==> src/rtl/redas_dataflow_controller_pkg.sv <==
// Shared types and crossbar configuration constants for the ReDAS dataflow controller.
// The configuration struct packs the three broadcast PE fields into one register.
package redas_ctrl_pkg;

  typedef enum logic [1:0] {
    DF_WS   = 2'd0,
    DF_OS   = 2'd1,
    DF_IS   = 2'd2,
    DF_RSVD = 2'd3
  } dataflow_e;

  typedef enum logic [2:0] {
    ST_IDLE,
    ST_CONFIG,
    ST_PRELOAD,
    ST_STREAM,
    ST_DRAIN,
    ST_DONE
  } ctrl_state_e;

  typedef struct packed {
    logic [3:0] dm;
    logic [4:0] cp;
    logic       rama;
  } redas_cfg_t;

  localparam redas_cfg_t CFG_BYPASS = '{dm: 4'b1111, cp: 5'b11000, rama: 1'b1};
  localparam redas_cfg_t CFG_WS     = '{dm: 4'b1111, cp: 5'b00111, rama: 1'b1};
  localparam redas_cfg_t CFG_OS     = '{dm: 4'b1111, cp: 5'b00101, rama: 1'b1};
  localparam redas_cfg_t CFG_IS     = '{dm: 4'b1111, cp: 5'b00110, rama: 1'b0};
  // Drain reuses the pass-through pattern so accumulators shift out row by row.
  localparam redas_cfg_t CFG_DRAIN  = '{dm: 4'b1111, cp: 5'b11000, rama: 1'b1};

  function automatic dataflow_e resolve_df(input logic [1:0] sel);
    dataflow_e df;
    df = dataflow_e'(sel);
    if (df == DF_RSVD) begin
      df = DF_WS;
    end
    return df;
  endfunction

  function automatic redas_cfg_t cfg_for(input dataflow_e df);
    redas_cfg_t cfg;
    case (df)
      DF_OS:   cfg = CFG_OS;
      DF_IS:   cfg = CFG_IS;
      default: cfg = CFG_WS;
    endcase
    return cfg;
  endfunction

endpackage

==> src/rtl/redas_dataflow_controller_if.sv <==
// Scheduler/feeder-facing bundle of the ReDAS dataflow controller.
// The master side drives tile requests and operand readiness; the slave is the controller.
interface redas_dataflow_controller_if #(
  parameter int ARRAY_SIZE = 4,
  parameter int K_WIDTH    = 8
);

  localparam int RowW = (ARRAY_SIZE > 1) ? $clog2(ARRAY_SIZE) : 1;

  logic               start;
  logic [1:0]         dataflow_sel;
  logic [K_WIDTH-1:0] k_len;
  logic               stream_ready;
  logic [3:0]         data_movement_mode;
  logic [4:0]         calculation_pattern_mode;
  logic               enable_right_angle_movement;
  logic               preload_en;
  logic [RowW-1:0]    preload_row;
  logic               stream_valid;
  logic               drain_valid;
  logic               busy;
  logic               done;
  logic               cfg_error;

  modport master (
    output start, dataflow_sel, k_len, stream_ready,
    input  data_movement_mode, calculation_pattern_mode, enable_right_angle_movement,
    input  preload_en, preload_row, stream_valid, drain_valid, busy, done, cfg_error
  );

  modport slave (
    input  start, dataflow_sel, k_len, stream_ready,
    output data_movement_mode, calculation_pattern_mode, enable_right_angle_movement,
    output preload_en, preload_row, stream_valid, drain_valid, busy, done, cfg_error
  );

endinterface

==> src/rtl/redas_dataflow_controller_phase_counter.sv <==
// Loadable down-counter shared by the preload, stream and drain phases.
// Load value is (phase length - 1); last_o flags the final cycle of the phase.
module redas_phase_counter #(
  parameter int CNT_WIDTH = 12
) (
  input  logic                 clk,
  input  logic                 rst,
  input  logic                 load_i,
  input  logic                 en_i,
  input  logic [CNT_WIDTH-1:0] load_val_i,
  output logic                 last_o
);

  logic [CNT_WIDTH-1:0] cnt_q;
  logic [CNT_WIDTH-1:0] cnt_d;

  // Load wins over enable so a phase hand-off never loses its first cycle.
  always_comb begin
    cnt_d = cnt_q;
    if (load_i) begin
      cnt_d = load_val_i;
    end else if (en_i && (cnt_q != '0)) begin
      cnt_d = cnt_q - CNT_WIDTH'(1);
    end
  end

  always_ff @(posedge clk) begin
    if (rst) begin
      cnt_q <= '0;
    end else begin
      cnt_q <= cnt_d;
    end
  end

  assign last_o = (cnt_q == '0);

endmodule

==> src/rtl/redas_dataflow_controller.sv <==
// Tile sequencer for the ReDAS roundabout systolic array: picks a dataflow, broadcasts
// the PE crossbar configuration and walks the array through preload, stream and drain.
module redas_dataflow_controller
  import redas_ctrl_pkg::*;
#(
  parameter int DATA_WIDTH = 8,
  parameter int ARRAY_SIZE = 4,
  parameter int K_WIDTH    = 8
) (
  input  logic                       clk,
  input  logic                       rst,
  redas_dataflow_controller_if.slave ctrl_if
);

  localparam int RowW = (ARRAY_SIZE > 1) ? $clog2(ARRAY_SIZE) : 1;
  localparam int CntW = K_WIDTH + 1 + $clog2(2 * ARRAY_SIZE);

  generate
    if (ARRAY_SIZE < 2 || DATA_WIDTH < 1) begin : g_param_check
      $error("redas_dataflow_controller: ARRAY_SIZE must be >= 2 and DATA_WIDTH >= 1");
    end
  endgenerate

  ctrl_state_e        state_q;
  redas_cfg_t         cfg_q;
  logic               preload_en_q;
  logic [RowW-1:0]    preload_row_q;
  logic               stream_phase_q;
  logic               drain_valid_q;
  logic               busy_q;
  logic               done_q;
  logic               cfg_error_q;
  dataflow_e          df_q;
  logic [K_WIDTH-1:0] k_q;

  logic            cnt_load;
  logic            cnt_en;
  logic [CntW-1:0] cnt_load_val;
  logic            cnt_last;
  logic [CntW-1:0] preload_len;
  logic [CntW-1:0] stream_len;

  // Stream covers k operands plus 2*(N-1) skew fill/flush beats; guard bits stop k=max wrapping.
  assign preload_len = CntW'(ARRAY_SIZE - 1);
  assign stream_len  = CntW'(k_q) + CntW'(2 * ARRAY_SIZE - 3);

  always_comb begin
    cnt_load     = 1'b0;
    cnt_en       = 1'b0;
    cnt_load_val = preload_len;
    case (state_q)
      ST_CONFIG: begin
        cnt_load     = 1'b1;
        cnt_load_val = (df_q == DF_OS) ? stream_len : preload_len;
      end
      ST_PRELOAD: begin
        if (cnt_last) begin
          cnt_load     = 1'b1;
          cnt_load_val = stream_len;
        end else begin
          cnt_en = 1'b1;
        end
      end
      ST_STREAM: begin
        if (ctrl_if.stream_ready) begin
          if (cnt_last) begin
            cnt_load     = (df_q == DF_OS);
            cnt_load_val = preload_len;
          end else begin
            cnt_en = 1'b1;
          end
        end
      end
      ST_DRAIN: cnt_en = 1'b1;
      default: ;
    endcase
  end

  redas_phase_counter #(
    .CNT_WIDTH (CntW)
  ) u_phase_cnt (
    .clk        (clk),
    .rst        (rst),
    .load_i     (cnt_load),
    .en_i       (cnt_en),
    .load_val_i (cnt_load_val),
    .last_o     (cnt_last)
  );

  always_ff @(posedge clk) begin
    if (state_q == ST_IDLE && ctrl_if.start) begin
      df_q <= resolve_df(ctrl_if.dataflow_sel);
      k_q  <= ctrl_if.k_len;
    end
  end

  always_ff @(posedge clk) begin
    if (rst) begin
      state_q        <= ST_IDLE;
      cfg_q          <= CFG_BYPASS;
      preload_en_q   <= 1'b0;
      preload_row_q  <= '0;
      stream_phase_q <= 1'b0;
      drain_valid_q  <= 1'b0;
      busy_q         <= 1'b0;
      done_q         <= 1'b0;
      cfg_error_q    <= 1'b0;
    end else begin
      case (state_q)
        ST_IDLE: begin
          if (ctrl_if.start) begin
            state_q     <= ST_CONFIG;
            busy_q      <= 1'b1;
            cfg_q       <= cfg_for(resolve_df(ctrl_if.dataflow_sel));
            cfg_error_q <= (ctrl_if.dataflow_sel == DF_RSVD);
          end
        end
        ST_CONFIG: begin
          if (k_q == '0) begin
            state_q <= ST_DONE;
            done_q  <= 1'b1;
            cfg_q   <= CFG_BYPASS;
          end else if (df_q == DF_OS) begin
            state_q        <= ST_STREAM;
            stream_phase_q <= 1'b1;
          end else begin
            state_q       <= ST_PRELOAD;
            preload_en_q  <= 1'b1;
            preload_row_q <= '0;
          end
        end
        ST_PRELOAD: begin
          if (cnt_last) begin
            state_q        <= ST_STREAM;
            preload_en_q   <= 1'b0;
            preload_row_q  <= '0;
            stream_phase_q <= 1'b1;
          end else begin
            preload_row_q <= preload_row_q + RowW'(1);
          end
        end
        ST_STREAM: begin
          // A stall (stream_ready low) holds both state and beat counter.
          if (ctrl_if.stream_ready && cnt_last) begin
            stream_phase_q <= 1'b0;
            if (df_q == DF_OS) begin
              state_q       <= ST_DRAIN;
              drain_valid_q <= 1'b1;
              cfg_q         <= CFG_DRAIN;
            end else begin
              state_q <= ST_DONE;
              done_q  <= 1'b1;
              cfg_q   <= CFG_BYPASS;
            end
          end
        end
        ST_DRAIN: begin
          if (cnt_last) begin
            state_q       <= ST_DONE;
            drain_valid_q <= 1'b0;
            done_q        <= 1'b1;
            cfg_q         <= CFG_BYPASS;
          end
        end
        ST_DONE: begin
          state_q <= ST_IDLE;
          done_q  <= 1'b0;
          busy_q  <= 1'b0;
        end
        default: state_q <= ST_IDLE;
      endcase
    end
  end

  assign ctrl_if.data_movement_mode          = cfg_q.dm;
  assign ctrl_if.calculation_pattern_mode    = cfg_q.cp;
  assign ctrl_if.enable_right_angle_movement = cfg_q.rama;
  assign ctrl_if.preload_en                  = preload_en_q;
  assign ctrl_if.preload_row                 = preload_row_q;
  assign ctrl_if.stream_valid                = stream_phase_q & ctrl_if.stream_ready;
  assign ctrl_if.drain_valid                 = drain_valid_q;
  assign ctrl_if.busy                        = busy_q;
  assign ctrl_if.done                        = done_q;
  assign ctrl_if.cfg_error                   = cfg_error_q;

endmodule

==> src/flat_wrapper.sv <==
// flat-port wrapper written by rule: the top's interface ports become plain ports
module redas_dataflow_controller_flat import redas_ctrl_pkg::*;
#(
  parameter int DATA_WIDTH = 8,
  parameter int ARRAY_SIZE = 4,
  parameter int K_WIDTH    = 8
)
  (clk, rst, ctrl_if_start, ctrl_if_dataflow_sel, ctrl_if_k_len, ctrl_if_stream_ready, ctrl_if_data_movement_mode, ctrl_if_calculation_pattern_mode, ctrl_if_enable_right_angle_movement, ctrl_if_preload_en, ctrl_if_preload_row, ctrl_if_stream_valid, ctrl_if_drain_valid, ctrl_if_busy, ctrl_if_done, ctrl_if_cfg_error);
  redas_dataflow_controller_if #(.ARRAY_SIZE(ARRAY_SIZE), .K_WIDTH(K_WIDTH)) ctrl_if_i ();
  input  logic clk;
  input  logic rst;
  input wire logic [$bits(ctrl_if_i.start)-1:0] ctrl_if_start;
  input wire logic [$bits(ctrl_if_i.dataflow_sel)-1:0] ctrl_if_dataflow_sel;
  input wire logic [$bits(ctrl_if_i.k_len)-1:0] ctrl_if_k_len;
  input wire logic [$bits(ctrl_if_i.stream_ready)-1:0] ctrl_if_stream_ready;
  output wire logic [$bits(ctrl_if_i.data_movement_mode)-1:0] ctrl_if_data_movement_mode;
  output wire logic [$bits(ctrl_if_i.calculation_pattern_mode)-1:0] ctrl_if_calculation_pattern_mode;
  output wire logic [$bits(ctrl_if_i.enable_right_angle_movement)-1:0] ctrl_if_enable_right_angle_movement;
  output wire logic [$bits(ctrl_if_i.preload_en)-1:0] ctrl_if_preload_en;
  output wire logic [$bits(ctrl_if_i.preload_row)-1:0] ctrl_if_preload_row;
  output wire logic [$bits(ctrl_if_i.stream_valid)-1:0] ctrl_if_stream_valid;
  output wire logic [$bits(ctrl_if_i.drain_valid)-1:0] ctrl_if_drain_valid;
  output wire logic [$bits(ctrl_if_i.busy)-1:0] ctrl_if_busy;
  output wire logic [$bits(ctrl_if_i.done)-1:0] ctrl_if_done;
  output wire logic [$bits(ctrl_if_i.cfg_error)-1:0] ctrl_if_cfg_error;
  assign ctrl_if_i.start = ctrl_if_start;
  assign ctrl_if_i.dataflow_sel = ctrl_if_dataflow_sel;
  assign ctrl_if_i.k_len = ctrl_if_k_len;
  assign ctrl_if_i.stream_ready = ctrl_if_stream_ready;
  assign ctrl_if_data_movement_mode = ctrl_if_i.data_movement_mode;
  assign ctrl_if_calculation_pattern_mode = ctrl_if_i.calculation_pattern_mode;
  assign ctrl_if_enable_right_angle_movement = ctrl_if_i.enable_right_angle_movement;
  assign ctrl_if_preload_en = ctrl_if_i.preload_en;
  assign ctrl_if_preload_row = ctrl_if_i.preload_row;
  assign ctrl_if_stream_valid = ctrl_if_i.stream_valid;
  assign ctrl_if_drain_valid = ctrl_if_i.drain_valid;
  assign ctrl_if_busy = ctrl_if_i.busy;
  assign ctrl_if_done = ctrl_if_i.done;
  assign ctrl_if_cfg_error = ctrl_if_i.cfg_error;
  redas_dataflow_controller #(.DATA_WIDTH(DATA_WIDTH), .ARRAY_SIZE(ARRAY_SIZE), .K_WIDTH(K_WIDTH)) u_core (.clk(clk), .rst(rst), .ctrl_if(ctrl_if_i));
endmodule
==> config.mk <==
export PLATFORM = sky130hd
export DESIGN_NAME = redas_dataflow_controller_flat
export DESIGN_NICKNAME = d
export VERILOG_FILES = /design/src/rtl/redas_dataflow_controller_pkg.sv /design/src/rtl/redas_dataflow_controller_if.sv /design/src/rtl/redas_dataflow_controller_phase_counter.sv /design/src/rtl/redas_dataflow_controller.sv /design/src/flat_wrapper.sv
export SDC_FILE = /design/constraint.sdc
export NUM_CORES = 1
export LEC_CHECK = 0
export CAP_MARGIN = 25
export CORE_AREA = 2 2 84 86
export DETAILED_ROUTE_END_ITERATION = 10
export DIE_AREA = 0 0 86 88
export PLACE_DENSITY = 0.62
export SYNTH_ARGS = -nofsm -noshare
export SYNTH_HDL_FRONTEND = slang
export SYNTH_HIERARCHICAL = 1
export SYNTH_SLANG_ARGS = --single-unit
==> constraint.sdc <==
create_clock -name clk -period 3.98 [get_ports clk]
set_input_delay 0.398 -clock clk [delete_from_list [all_inputs] [get_ports clk]]
set_output_delay 0.398 -clock clk [all_outputs]
set_load 0.05 [all_outputs]
Word level (Yosys, flattened, before mapping)
Cells that the tools add are included.
Storage, ports and cells
  register bits after elaboration: 43
  bits in latches: 0
  memory bits (writable): 0
  bits in read-only memories: 0
  input bits: 14
  word-level logic and storage cells: 110
  memories kept: 0
Operators by class
  $add $sub $neg: 3
  multiply operators: 0
  div/mod/pow operators: 0
  magnitude comparators: 0
  equality and inequality tests: 19
  shift operators: 0
  mux-type cells: 50
  bitwise gates (word level): 1
  reduce and logical (&&, ||, !) cells: 23
Operator list (number)
  $mux W12: 4
  $mux W10: 4
  $pmux W10 S4: 1
  $pmux W12 S2: 1
  $mux W1: 18
  $mux W3: 5
  $pmux W3 S5: 1
  $reduce_and A5 Y1: 3
  $mux W2: 7
  $logic_not A12 Y1: 1
  $ne A2 B1 Y1 const B: 6
  $reduce_and A4 Y1: 3
  $reduce_bool A12 Y1: 1
  $sub A12 B1 Y12 const B: 1
  $add A8 B3 Y9 const B: 1
  $pmux W1 S3: 3
  $logic_not A8 Y1: 1
  $ne A2 B2 Y1 const B: 4
  $reduce_bool A2 Y1: 4
  $reduce_bool A4 Y1: 2
  $eq A3 B2 Y1 const B: 2
  $eq A3 B3 Y1 const B: 2
  $pmux W1 S2: 3
  $pmux W3 S2: 1
  12 further kinds: 17

Longest topological paths before layout
Gate-level depths: netlist of the first run.
  word-level depth: 9
  depth in mapped cells: 11
  depth with buffers taken out: 10

Modules after synthesis
The synthesis of the first run kept the hierarchy.
Modules (own cells, without submodules)
  redas_dataflow_controller: instances 1, cells an instance 166, area an instance 1487.7 um^2, sequential area each 620.6 um^2
  redas_phase_counter: instances 1, cells an instance 90, area an instance 753.2 um^2, sequential area each 240.2 um^2

Worst setup path before layout of the first run
OpenSTA, ideal clock, no wires.
  path kind: flip-flop to flip-flop
  start point: reg u_core.u_phase_cnt.cnt_q[0]
  end point: reg u_core.u_phase_cnt.cnt_q[3]
  setup time: 0.129 ns
  arrival: 3.036 ns
  slack: 0.815 ns
  stages on the path, launching flop included: 12
  buffers on the path: 2
  clock period less this slack: 3.165 ns
  cell sequence: dfxtp_1 > inv_1 > ha_1 > or4b_2 > nor3_2 > clkbuf_1 > nand2_1 > a211oi_1 > clkbuf_1 > nor3b_1 > a221oi_1 > nor2_1
RTL lines
  start, declared: RTL line redas_dataflow_controller_phase_counter.sv:14  | logic [CNT_WIDTH-1:0] cnt_q;
  start signal, assigned: RTL line redas_dataflow_controller_phase_counter.sv:31  | cnt_q <= cnt_d;
  $logic_not A12 Y1 *: RTL line redas_dataflow_controller_phase_counter.sv:35  | assign last_o = (cnt_q == '0);
  via u_core.cnt_last: RTL line redas_dataflow_controller.sv:39  | logic cnt_last;
  $mux W1: RTL line redas_dataflow_controller.sv:66  | if (cnt_last) begin
  $mux W1: RTL line redas_dataflow_controller.sv:65  | if (ctrl_if.stream_ready) begin
  $pmux W1 S3 *: RTL line redas_dataflow_controller.sv:51  | case (state_q)
  via u_core.cnt_load: RTL line redas_dataflow_controller.sv:36  | logic cnt_load;
  $mux W12 or $reduce_bool A2 Y1 (tied branches)
The timed path passes the listed nets; every way through them passes the cells marked *. The select of a mux whose other input is x is not followed.
A chain may end at the register's enable or synchronous reset.

Worst setup path in the final report of the first run
  start point: reg u_core.u_phase_cnt.cnt_q[0]
  end point: reg u_core.cfg_q, in the netlist u_core/ctrl_if.calculation_pattern_mode[1]
Between the ends
  cells in the longest elaborated chain, start to end: 4
RTL lines
  $logic_not A12 Y1 *: RTL line redas_dataflow_controller_phase_counter.sv:35
  via u_core.cnt_last: RTL line redas_dataflow_controller.sv:39
  $logic_and A1 B1 Y1: RTL line redas_dataflow_controller.sv:144  | if (ctrl_if.stream_ready && cnt_last) begin
  $ne A2 B1 Y1 (no line)
  $reduce_and A5 Y1 (no line) *
  end signal, assigned: RTL line redas_dataflow_controller.sv:114  | cfg_q <= cfg_for(resolve_df(ctrl_if.dataflow_sel));
  end, declared: RTL line redas_dataflow_controller.sv:25  | redas_cfg_t cfg_q;
The timed path passes the listed nets; every way through them passes the cells marked *.

==> reports/results.txt, run 1 <==
Initial drt markers: 111
Cell Area, Synth: 0.002241 mm^2
Diode count: 0
Die X: 86 um
Area grow syn2layout: 20.71%
Antenna violations before repair: 0
Max rail drop VDD: 466.2 uV
DP Wirelength: 3589 um
Nets@finish: 302
Setup crit start: u_core/u_phase_cnt/cnt_q[0]$_SDFFE_PP0P_
Pwr dens: 724.4 mW/mm^2
Yosys warnings: 6
Post-synth EDFFs: 10
Clock Skew: 10.12 ps
CP endpoint: u_core/ctrl_if.calculation_pattern_mode[1]$_SDFFE_PP0P_
Fill count: 670
Sequential area share after synthesis: 0.3841
DRT Pass-1 Iters: 5
Worst-margin pin slew: 670.9 ps
Synthesized netlist cell count: 256
DR WL/cell: 14.03 um
Hold buffers post-CTS: 0
Total CTS buffers: 5
Fin. Hold Viols: 0
Clock-pin slew on the worst setup and hold paths: 80 ps
Final Critical Period: 2890 ps
Share of flip-flops with an asynchronous set or reset: 0
Achievable Freq: 0.3461 GHz
Vias in the first global route: 1846
Core footprint: 0.006644 mm^2
Slew Limit Fails: 0
WP data arrival: 3080 ps
Max-cap viol count: 0
Worst-path fanout max: 9
H-tree levels: 2
Worst min path class: flop to flop
First-pass GRT wire length: 8811 um
DRT Wirelength: 5120 um
Post-route DRC violation count: 0
Root Buffer: clkbuf_8
Clk sinks: 38
Via/cell ratio: 5.321
Share of cells above drive strength 1: 0.09474
Yosys reg bits: 38
Clock buffer depth: 2
Ys flop type: dfxtp_1
GPL Wtd Cong: 0.8558
Starting Density: 0.3373
Crit start category: flop
Register area: 860.8 um^2
Chip height: 88 um
Rows: 30
Critical R2R Capture: u_core/ctrl_if.calculation_pattern_mode[1]$_SDFFE_PP0P_
Kind of critical path: flop to flop
Slack of the worst reg-to-reg path: 1090 ps
I/O Buffers: 27
Pin count of the biggest net entering global routing: 23
Die area: 0.007568 mm^2
Reg2reg start: u_core/u_phase_cnt/cnt_q[0]$_SDFFE_PP0P_
Post-route ant nets: 0
PostCTS Resize Cnt: 0
Placed Area: 0.002581 mm^2
Post-CTS Setup Inserts: 0
Vias: 1942
Avg Cell Area, Syn: 8.754 um^2
RSZ-0062 raised after global routing: no
Multi-input logic area: 0.001264 mm^2
Critical path data required time: 4170 ps
Final setup vio count: 0
Period utilization: 0.7260
Clock Latency Late Sink: 300 ps
Max-Slew Margin vs Limit: 0.5521
Worst r2r path cells: 8
Post-route cell area: 0.002705 mm^2
Status: complete, no violations
Worst Setup End Kind: flop
CTS tree: yes
Total track usage: 0.1460
Synth cell types: 61
Grt ovf: 0
# IOs: 32
Leak: 0.9730 nW
Final TNS setup: 0 ps
[metal layers]
layer | routed length (um) | part of all wire | GRT usage | up-vias
li1 | - | - | - | 993
met1 | 2504 | 0.49 | 0.2033 | 890
met2 | 2324 | 0.45 | 0.2241 | 53
met3 | 219 | 0.043 | 0.02828 | 6
met4 | 71 | 0.014 | 0.05483 | 0
met5 | 0 | 0 | 0 | -
[Yosys cell counts, drive strengths merged (4+ instances only)]
cell,count,share of area
buf,10,0.028
nor2b,4,0.011
or2,5,0.014
nand3b,4,0.013
a311oi,5,0.022
dfxtp,28,0.25
nor3,10,0.027
clkbuf,8,0.013
edfxtp,10,0.13
ha,4,0.022
nand3,7,0.016
o21a,4,0.013
nand2,13,0.022
nand2b,7,0.020
xor2,6,0.023
nor2,23,0.039
inv,11,0.018
o21ai,9,0.020
nor3b,4,0.013
a21oi,21,0.047
o31ai,6,0.020
or4,5,0.017
[stage by stage]
stage               std cells  hold WS (ps)  worst slack (ps)  utilization  power, mW
global placement          356         442.6              1171       0.3885      1.615
floorplan                 261         432.5             814.7            -      1.366
detailed placement        356         452.3              1071       0.3885      1.626
finish                    365         466.0              1090       0.4072      1.960
global route              365         482.4             890.2       0.4072      2.096
CTS                       364         468.3              1052       0.4049      1.964
[cells by family (layout without fill, tap and decap cells)]
logic type,Yosys count,after routing,share of synthesized area
fa+ha+maj,4,4,0.02233
xor+xnor,9,9,0.03518
mux,1,1,0.004467
buf+inv,29,53,0.06030
other cells,2,7,0.003351
simple gates,101,101,0.2613
flops,38,38,0.3841
compound gates,72,72,0.2289
[worst max-delay path: stages, from the launching register on]
cell,delay (ps)
dfxtp_1,320
inv_1,100
ha_1,160
or4b_2,660
nor3_2,480
a21boi_0,250
a221o_1,440
o31ai_1,280
a21oi_1,100
[layout by cell type (no fill, tap or decap), types with 5 or more instances in the layout]
cell type         n
nor2_1           23
nand3_1           7
xor2_1            6
nand2b_1          7
or4_1             5
nor3_1            8
buf_4             6
a21oi_1          21
edfxtp_1         10
nand2_1          13
clkdlybuf4s50_1  27
conb_1            7
dfxtp_1          28
o31ai_1           6
clkbuf_8          5
o21ai_0           6
inv_1            10
[worst min path at each step]
stage,from,end,cells after the start
final,u_core/ctrl_if.done$_SDFFE_PP0P_,u_core/ctrl_if.done$_SDFFE_PP0P_,1
after global placement,u_core/stream_phase_q$_SDFFE_PP0P_,u_core/stream_phase_q$_SDFFE_PP0P_,1
after floorplan,u_core/stream_phase_q$_SDFFE_PP0P_,u_core/stream_phase_q$_SDFFE_PP0P_,1
after global routing,u_core/ctrl_if.cfg_error$_SDFFE_PP0P_,u_core/ctrl_if.cfg_error$_SDFFE_PP0P_,2
after detailed placement,u_core/ctrl_if.cfg_error$_SDFFE_PP0P_,u_core/ctrl_if.cfg_error$_SDFFE_PP0P_,2
after CTS,u_core/ctrl_if.cfg_error$_SDFFE_PP0P_,u_core/ctrl_if.cfg_error$_SDFFE_PP0P_,2
[layout make-up]
| cell class | count | share of cell area |
|---|---|---|
| Clock buffer | 5 | 0.02544 |
| Multi-Input combinational cell | 194 | 0.4672 |
| Inverter | 11 | 0.01526 |
| Sequential cell | 38 | 0.3182 |
| Timing Repair Buffer | 34 | 0.1221 |
| Clock inverter | 3 | 0.01480 |
| Tap cell | 80 | 0.03700 |
[power breakdown]
group / total (mW) / switching, mW / internal, mW
clock network: 0.331 / 0.147 / 0.185
registers: 0.634 / 0.121 / 0.513
logic: 0.995 / 0.607 / 0.388
[state kept, by name, summed over array words and instances, names as in the netlist, 2 cells and up]
| register | cells |
|---|---|
| u_core/u_phase_cnt/cnt_q | 12 |
| u_core/ctrl_if.calculation_pattern_mode | 4 |
| u_core/ctrl_if.preload_row | 2 |
| u_core/state_q | 3 |
| u_core/k_q | 8 |
| u_core/df_q | 2 |
Power figures use the tool's default switching activity.
==> run 2, diff against run 1 <==
--- a/config.mk
+++ b/config.mk
@@ -9,7 +9,7 @@
 export CORE_AREA = 2 2 84 86
 export DETAILED_ROUTE_END_ITERATION = 10
 export DIE_AREA = 0 0 86 88
-export PLACE_DENSITY = 0.62
+export PLACE_DENSITY = 0.64
 export SYNTH_ARGS = -nofsm -noshare
 export SYNTH_HDL_FRONTEND = slang
 export SYNTH_HIERARCHICAL = 1
==> constraint.sdc (replaced) <==
create_clock -name clk -period 2.4 [get_ports clk]
set_input_delay 0.24 -clock clk [delete_from_list [all_inputs] [get_ports clk]]
set_output_delay 0.24 -clock clk [all_outputs]
set_load 0.05 [all_outputs]
==> reports/results.txt, run 2 (synthesis results as in run 1) <==
Final Critical Period: 2407 ps (was 2890 ps)
Clock-pin slew on the worst setup and hold paths: 80 ps (about the same)
Crit start category: flop (unchanged)
Total track usage: 0.1500 (was 0.1460)
Violated checks: setup timing
I/O Buffers: 27 (unchanged)
Fin. Hold Viols: 0 (unchanged)
RSZ-0062 raised after global routing: yes (was no)
Kind of critical path: flop to flop (unchanged)
Total CTS buffers: 5 (unchanged)
Worst min path class: flop to flop (unchanged)
Worst r2r path cells: 12 (was 8)
Worst path slowest cell: or4b_4 (was or4b_2)
Vias: 2105 (was 1942)
DP Wirelength: 4065 um (was 3589 um)
Final WS setup: -7.067 ps (was 1090 ps)
Most common cell after layout, fill and taps aside: buf_4 (was dfxtp_1)
DR WL/cell: 15.17 um (was 14.03 um)
Placed Cells incl. Taps: 377 (was 356)
Max-Slew Margin vs Limit: 0.6541 (was 0.5521)
Net Sw Frac: 0.4308 (was 0.4461)
CP Cell Sequence: inv_2, ha_4, or4b_4, nor3_4, buf_4, buf_4, nand3b_1, a21o_4, or2_1, inv_1, a21oi_1, o21a_1 (was inv_1, ha_1, or4b_2, nor3_2, a21boi_0, a221o_1, o31ai_1, a21oi_1)
Fill count: 627 (was 670)
Worst-margin pin slew: 517.2 ps (was 670.9 ps)
Fin cells: 394 (was 365)
Die area: 0.007568 mm^2 (unchanged)
Commonest non-fill, non-tap cells in the layout: buf_4 (32), clkdlybuf4s50_1 (26), dfxtp_1 (25) (was dfxtp_1 (28), clkdlybuf4s50_1 (27), nor2_1 (23))
Hold buffers post-CTS: 0 (unchanged)
Gate power share: 0.601 (was 0.508)
Via/cell ratio: 5.343 (was 5.321)
Clk sinks: 38 (unchanged)
CP peak stage delay: 480 ps (was 660 ps)
Starting Density: 0.3373 (unchanged)
Leak: 1.162 nW (was 0.9730 nW)
Clock Latency Late Sink: 290 ps (was 300 ps)
Clock buffer depth: 2 (unchanged)
Pin count of the biggest net entering global routing: 30 (was 23)
Worst Setup End Kind: flop (unchanged)
Worst-path fanout max: 5 (was 9)
WP data arrival: 2590 ps (was 3080 ps)
DP Worst Slack: -91.57 ps (was 1071 ps)
Post-route DRC violation count: 0 (unchanged)
CTS tree: yes (unchanged)
Antenna violations before repair: 0 (unchanged)
Post-route ant nets: 0 (unchanged)
WHS Path Cells: 2 (was 1)
Reg power frac: 0.254 (was 0.323)
Period utilization: 1.003 (was 0.7260)
Die X: 86 um (unchanged)
Diode count: 0 (unchanged)
NetSw: 1.691 mW (was 0.8743 mW)
Rows: 30 (unchanged)
DRT Pass-1 Iters: 4 (was 5)
DRT Wirelength: 5976 um (was 5120 um)
# IOs: 32 (unchanged)
First-pass GRT wire length: 9101 um (was 8811 um)
Status: finished with violations (was complete, no violations)
Core footprint: 0.006644 mm^2 (unchanged)
Vias in the first global route: 1917 (was 1846)
Clock share of power: 0.145 (was 0.169)
Initial drt markers: 133 (was 111)
Max rail drop VDD: 727.8 uV (was 466.2 uV)
Clock Skew: 5.967 ps (was 10.12 ps)
Grt ovf: 0 (unchanged)
Crit-path most repeated cell: buf_4
Share of cells above drive strength 1: 0.2611 (was 0.09474)
Chip height: 88 um (unchanged)
Max-cap viol count: 0 (unchanged)
Critical path data required time: 2580 ps (was 4170 ps)
Largest reg by FF count: u_core/u_phase_cnt/cnt_q (unchanged)
Pwr dens: 1266 mW/mm^2 (was 724.4 mW/mm^2)
Fin Hold WS: 471.2 ps (was 466.0 ps)
Nets@finish: 331 (was 302)
Root Buffer: clkbuf_8 (unchanged)
Slew Limit Fails: 0 (unchanged)
Max reg flops: 12 (unchanged)
Final setup vio count: 2 (was 0)
Area grow syn2layout: 38.30% (was 20.71%)
GPL Wtd Cong: 0.8501 (was 0.8558)
Int Power: 2.234 mW (was 1.085 mW)
H-tree levels: 2 (unchanged)
Achievable Freq: 0.4154 GHz (was 0.3461 GHz)
[run 2: changes by cell type in the layout (fill, tap and decap cells not counted), sizes merged]
| cell | change |
|---|---|
| buf | +28 |
| clkbuf | +3 |
| a21o | +1 |
| clkdlybuf4s50 | -1 |
| clkinv | -2 |
[run 2: cell type report]
class	count	area, um^2	area share
inverter	11	41.29	0.01332
clock buffer	7	86.33	0.02786
clock inverter	1	30.03	0.009689
timing repair buffer	62	568.0	0.1833
tap	80	100.1	0.03230
sequential	38	864.6	0.2790
multi-input combinational	195	1409	0.4546
[run 2: critical path, delay by kind of cell (launching register included)]
family	cells	cell delay, ps
buffers and inverters	4	390
AO/OA/AOI/OAI	3	470
flip-flops	1	330
adder cells (fa/ha/maj)	1	120
AND/OR/NAND/NOR	4	990
[run 2: power by group through the flow]
stage | Clock (mW) | Sequential [mW] | Combinational, mW
after floorplan | 0 | 1.17 | 1.27
after global placement | 0 | 0.994 | 1.99
after detailed placement | 0 | 0.998 | 2.00
after CTS | 0.585 | 0.986 | 2.08
after global routing | 0.610 | 1.02 | 2.54
final | 0.568 | 0.998 | 2.36
[run 2: per-layer routing]
| layer | wire length, um | GRT usage | vias to the layer above | part of all wire |
|---|---|---|---|---|
| li1 | - | - | 1048 | - |
| met1 | 2744 | 0.2061 | 995 | 0.46 |
| met2 | 2929 | 0.2403 | 55 | 0.49 |
| met3 | 256 | 0.03487 | 7 | 0.043 |
| met4 | 46 | 0.03463 | 0 | 0.0077 |
| met5 | 0 | 0 | - | 0 |
[run 2: final timing paths]
check                                           start                                  endpoint  slack (ps)
max          u_core/u_phase_cnt/cnt_q[0]$_SDFFE_PP0P_  u_core/u_phase_cnt/cnt_q[1]$_SDFFE_PP0P_          -7
min             u_core/ctrl_if.cfg_error$_SDFFE_PP0P_     u_core/ctrl_if.cfg_error$_SDFFE_PP0P_         470
max reg2reg  u_core/u_phase_cnt/cnt_q[0]$_SDFFE_PP0P_  u_core/u_phase_cnt/cnt_q[1]$_SDFFE_PP0P_          -7
min reg2reg     u_core/ctrl_if.cfg_error$_SDFFE_PP0P_     u_core/ctrl_if.cfg_error$_SDFFE_PP0P_         470
[run 2: per-stage QoR]
step           TNS (ps)  area [um^2]  utilization  power, mW
2_1_floorplan    -484.1         2357            -      2.449
3_3_place_gp     -82.69         2794       0.4205      2.979
3_5_place_dp     -161.0         2794       0.4205      3.001
4_1_cts          -117.4         2955       0.4448      3.655
5_1_grt          -507.3         3099       0.4665      4.173
6_report         -8.584         3099       0.4665      3.924
[run 2: repair_timing]
item,CTS,global route
resized for setup,3,21
gates cloned,0,2
buffers inserted,3,4
pin swaps,2,13
setup endpoints to repair,9,17
==> run 3, diff against run 2 <==
--- a/config.mk
+++ b/config.mk
@@ -5,12 +5,14 @@
 export SDC_FILE = /design/constraint.sdc
 export NUM_CORES = 1
 export LEC_CHECK = 0
-export CAP_MARGIN = 25
+export CAP_MARGIN = 40
 export CORE_AREA = 2 2 84 86
 export DETAILED_ROUTE_END_ITERATION = 10
 export DIE_AREA = 0 0 86 88
 export PLACE_DENSITY = 0.64
+export SLEW_MARGIN = 20
 export SYNTH_ARGS = -nofsm -noshare
 export SYNTH_HDL_FRONTEND = slang
 export SYNTH_HIERARCHICAL = 1
 export SYNTH_SLANG_ARGS = --single-unit
+export TNS_END_PERCENT = 50
==> reports/results.txt, run 3 (synthesis results as in run 1) <==
Share of cells above drive strength 1: 0.2379 (was 0.2611)
WP data arrival: 2550 ps (was 2590 ps)
Initial drt markers: 91 (was 133)
Period utilization: 0.9848 (was 1.003)
DP Wirelength: 4075 um (was 4065 um)
Worst min path class: flop to flop (unchanged)
Power after layout: 3.661 mW (was 3.924 mW)
Leak: 1.120 nW (was 1.162 nW)
Chip height: 88 um (unchanged)
CP Cell Sequence: inv_2, ha_4, or4b_4, nor3_4, buf_12, buf_6, nand3b_1, a21o_4, or2_1, inv_2, a21oi_2, o21a_1 (was inv_2, ha_4, or4b_4, nor3_4, buf_4, buf_4, nand3b_1, a21o_4, or2_1, inv_1, a21oi_1, o21a_1)
Rows: 30 (unchanged)
Max-cap viol count: 0 (unchanged)
M1 GR Usage: 0.2064 (was 0.2061)
Critical path data required time: 2590 ps (was 2580 ps)
Clock-pin slew on the worst setup and hold paths: 80 ps (about the same)
Kind of critical path: flop to flop (unchanged)
Post-route DRC violation count: 0 (unchanged)
Post-route cell area: 0.003003 mm^2 (was 0.003099 mm^2)
Hold buffers post-CTS: 0 (unchanged)
I/O Buffers: 27 (unchanged)
Pwr dens: 1219 mW/mm^2 (was 1266 mW/mm^2)
Max-Slew Margin vs Limit: 0.6579 (was 0.6541)
Pin count of the biggest net entering global routing: 30 (unchanged)
Post-route ant nets: 0 (unchanged)
Vias: 2079 (was 2105)
Max rail drop VDD: 575.1 uV (was 727.8 uV)
Starting Density: 0.3373 (unchanged)
H-tree levels: 2 (unchanged)
Via/cell ratio: 5.317 (was 5.343)
Antenna violations before repair: 0 (unchanged)
Clock Latency Late Sink: 290 ps (about the same)
Max reg flops: 12 (unchanged)
DR WL/cell: 14.65 um (was 15.17 um)
Most common cell after layout, fill and taps aside: buf_4 (unchanged)
Total track usage: 0.1534 (was 0.1500)
CTS tree: yes (unchanged)
DRT Pass-1 Iters: 4 (unchanged)
Root Buffer: clkbuf_8 (unchanged)
Die area: 0.007568 mm^2 (unchanged)
# IOs: 32 (unchanged)
Clock Skew: 7.766 ps (was 5.967 ps)
Achievable Freq: 0.4231 GHz (was 0.4154 GHz)
Grt ovf: 0 (unchanged)
Fin. Hold Viols: 0 (unchanged)
Diode count: 0 (unchanged)
Grt met2 use: 0.2481 (was 0.2403)
WP buf/inv: 4 (unchanged)
Placed Area: 0.002801 mm^2 (was 0.002794 mm^2)
Worst-margin pin slew: 511.6 ps (was 517.2 ps)
Area grow syn2layout: 34.00% (was 38.30%)
RSZ-0062 raised after global routing: yes (unchanged)
Total CTS buffers: 5 (unchanged)
Clock buffer depth: 2 (unchanged)
Nets@finish: 328 (was 331)
Global routing's busiest layer: met2 (unchanged)
Critical path's top delay family: simple AND/OR/NAND/NOR gates (unchanged)
Slew Limit Fails: 0 (unchanged)
Worst-path fanout max: 7 (was 5)
Commonest non-fill, non-tap cells in the layout: buf_4 (30), clkdlybuf4s50_1 (26), dfxtp_1 (25) (was buf_4 (32), clkdlybuf4s50_1 (26), dfxtp_1 (25))
First-pass GRT wire length: 9273 um (was 9101 um)
Largest reg by FF count: u_core/u_phase_cnt/cnt_q (unchanged)
Status: complete, no violations (was finished with violations)
Crit-path most repeated cell: inv_2 (was buf_4)
Final Critical Period: 2363 ps (was 2407 ps)
M3 GR Usage: 0.03959 (was 0.03487)
DRT Wirelength: 5728 um (was 5976 um)
Core footprint: 0.006644 mm^2 (unchanged)
Clk sinks: 38 (unchanged)
Worst path slowest cell: or4b_4 (unchanged)
CP peak stage delay: 480 ps (about the same)
Die X: 86 um (unchanged)
GPL Wtd Cong: 0.8710 (was 0.8501)
Slack of the worst reg-to-reg path: 40 ps (was -7 ps)
Worst Setup End Kind: flop (unchanged)
Crit start category: flop (unchanged)
Final setup vio count: 0 (was 2)
Vias in the first global route: 1947 (was 1917)
[run 3: routing by layer]
| layer | up-vias | share of wire | routed length [um] |
|---|---|---|---|
| met5 | - | 0 | 0 |
| met4 | 0 | 0.0059 | 34 |
| met3 | 5 | 0.045 | 260 |
| met2 | 41 | 0.47 | 2680 |
| met1 | 990 | 0.48 | 2754 |
| li1 | 1043 | - | - |
[run 3: worst register-to-register path: stages (launching register included)]
cell and delay (ps):
dfxtp_2 330, inv_2 80, ha_4 120, or4b_4 480
nor3_4 170, buf_12 160, buf_6 110, nand3b_1 130
a21o_4 270, or2_1 240, inv_2 50, a21oi_2 40
o21a_1 100
[run 3: metrics by stage]
step	std cells	util	hold slack, ps	setup TNS [ps]	worst slack [ps]
finish	391	0.4520	467.5	0	36.55
global route	391	0.4520	485.9	-383.9	-93.59
CTS	388	0.4435	474.7	0	12.69
detailed placement	378	0.4217	452.3	-554.0	-156.7
global placement	378	0.4217	444.1	-249.9	-98.12
floorplan	261	-	338.9	-484.1	-98.58
[run 3: final timing paths]
| check | from | end | cells past startpoint |
|---|---|---|---|
| worst max-delay path | u_core/u_phase_cnt/cnt_q[1]$_SDFFE_PP0P_ | u_core/u_phase_cnt/cnt_q[1]$_SDFFE_PP0P_ | 12 |
| worst min-delay path | u_core/ctrl_if.cfg_error$_SDFFE_PP0P_ | u_core/ctrl_if.cfg_error$_SDFFE_PP0P_ | 2 |
| worst max register to register | u_core/u_phase_cnt/cnt_q[1]$_SDFFE_PP0P_ | u_core/u_phase_cnt/cnt_q[1]$_SDFFE_PP0P_ | 12 |
| worst min register to register | u_core/ctrl_if.cfg_error$_SDFFE_PP0P_ | u_core/ctrl_if.cfg_error$_SDFFE_PP0P_ | 2 |
[run 3: power by group]
group	internal [mW]	switching [mW]	leakage [nW]	total, mW
Sequential	0.855	0.134	0.326	0.988
Clock	0.231	0.237	0.0472	0.468
Combinational	0.936	1.27	0.747	2.20
[run 3: final cells by class]
class                           count  area, um^2
Clock inverter                      2       12.51
Sequential cell                    38       864.6
Fill cell                         654        3641
Inverter                           11       41.29
Tap cell                           80       100.1
Clock buffer                        6       82.58
Multi-Input combinational cell    195        1374
Timing Repair Buffer               59       528.0
[run 3: repair_timing]
| action | CTS | global route |
|---|---|---|
| gates cloned | 0 | 1 |
| setup endpoints to repair | 12 | 18 |
| gates resized for setup | 6 | 10 |
| setup buffers | 2 | 2 |
| pin swaps | 5 | 10 |
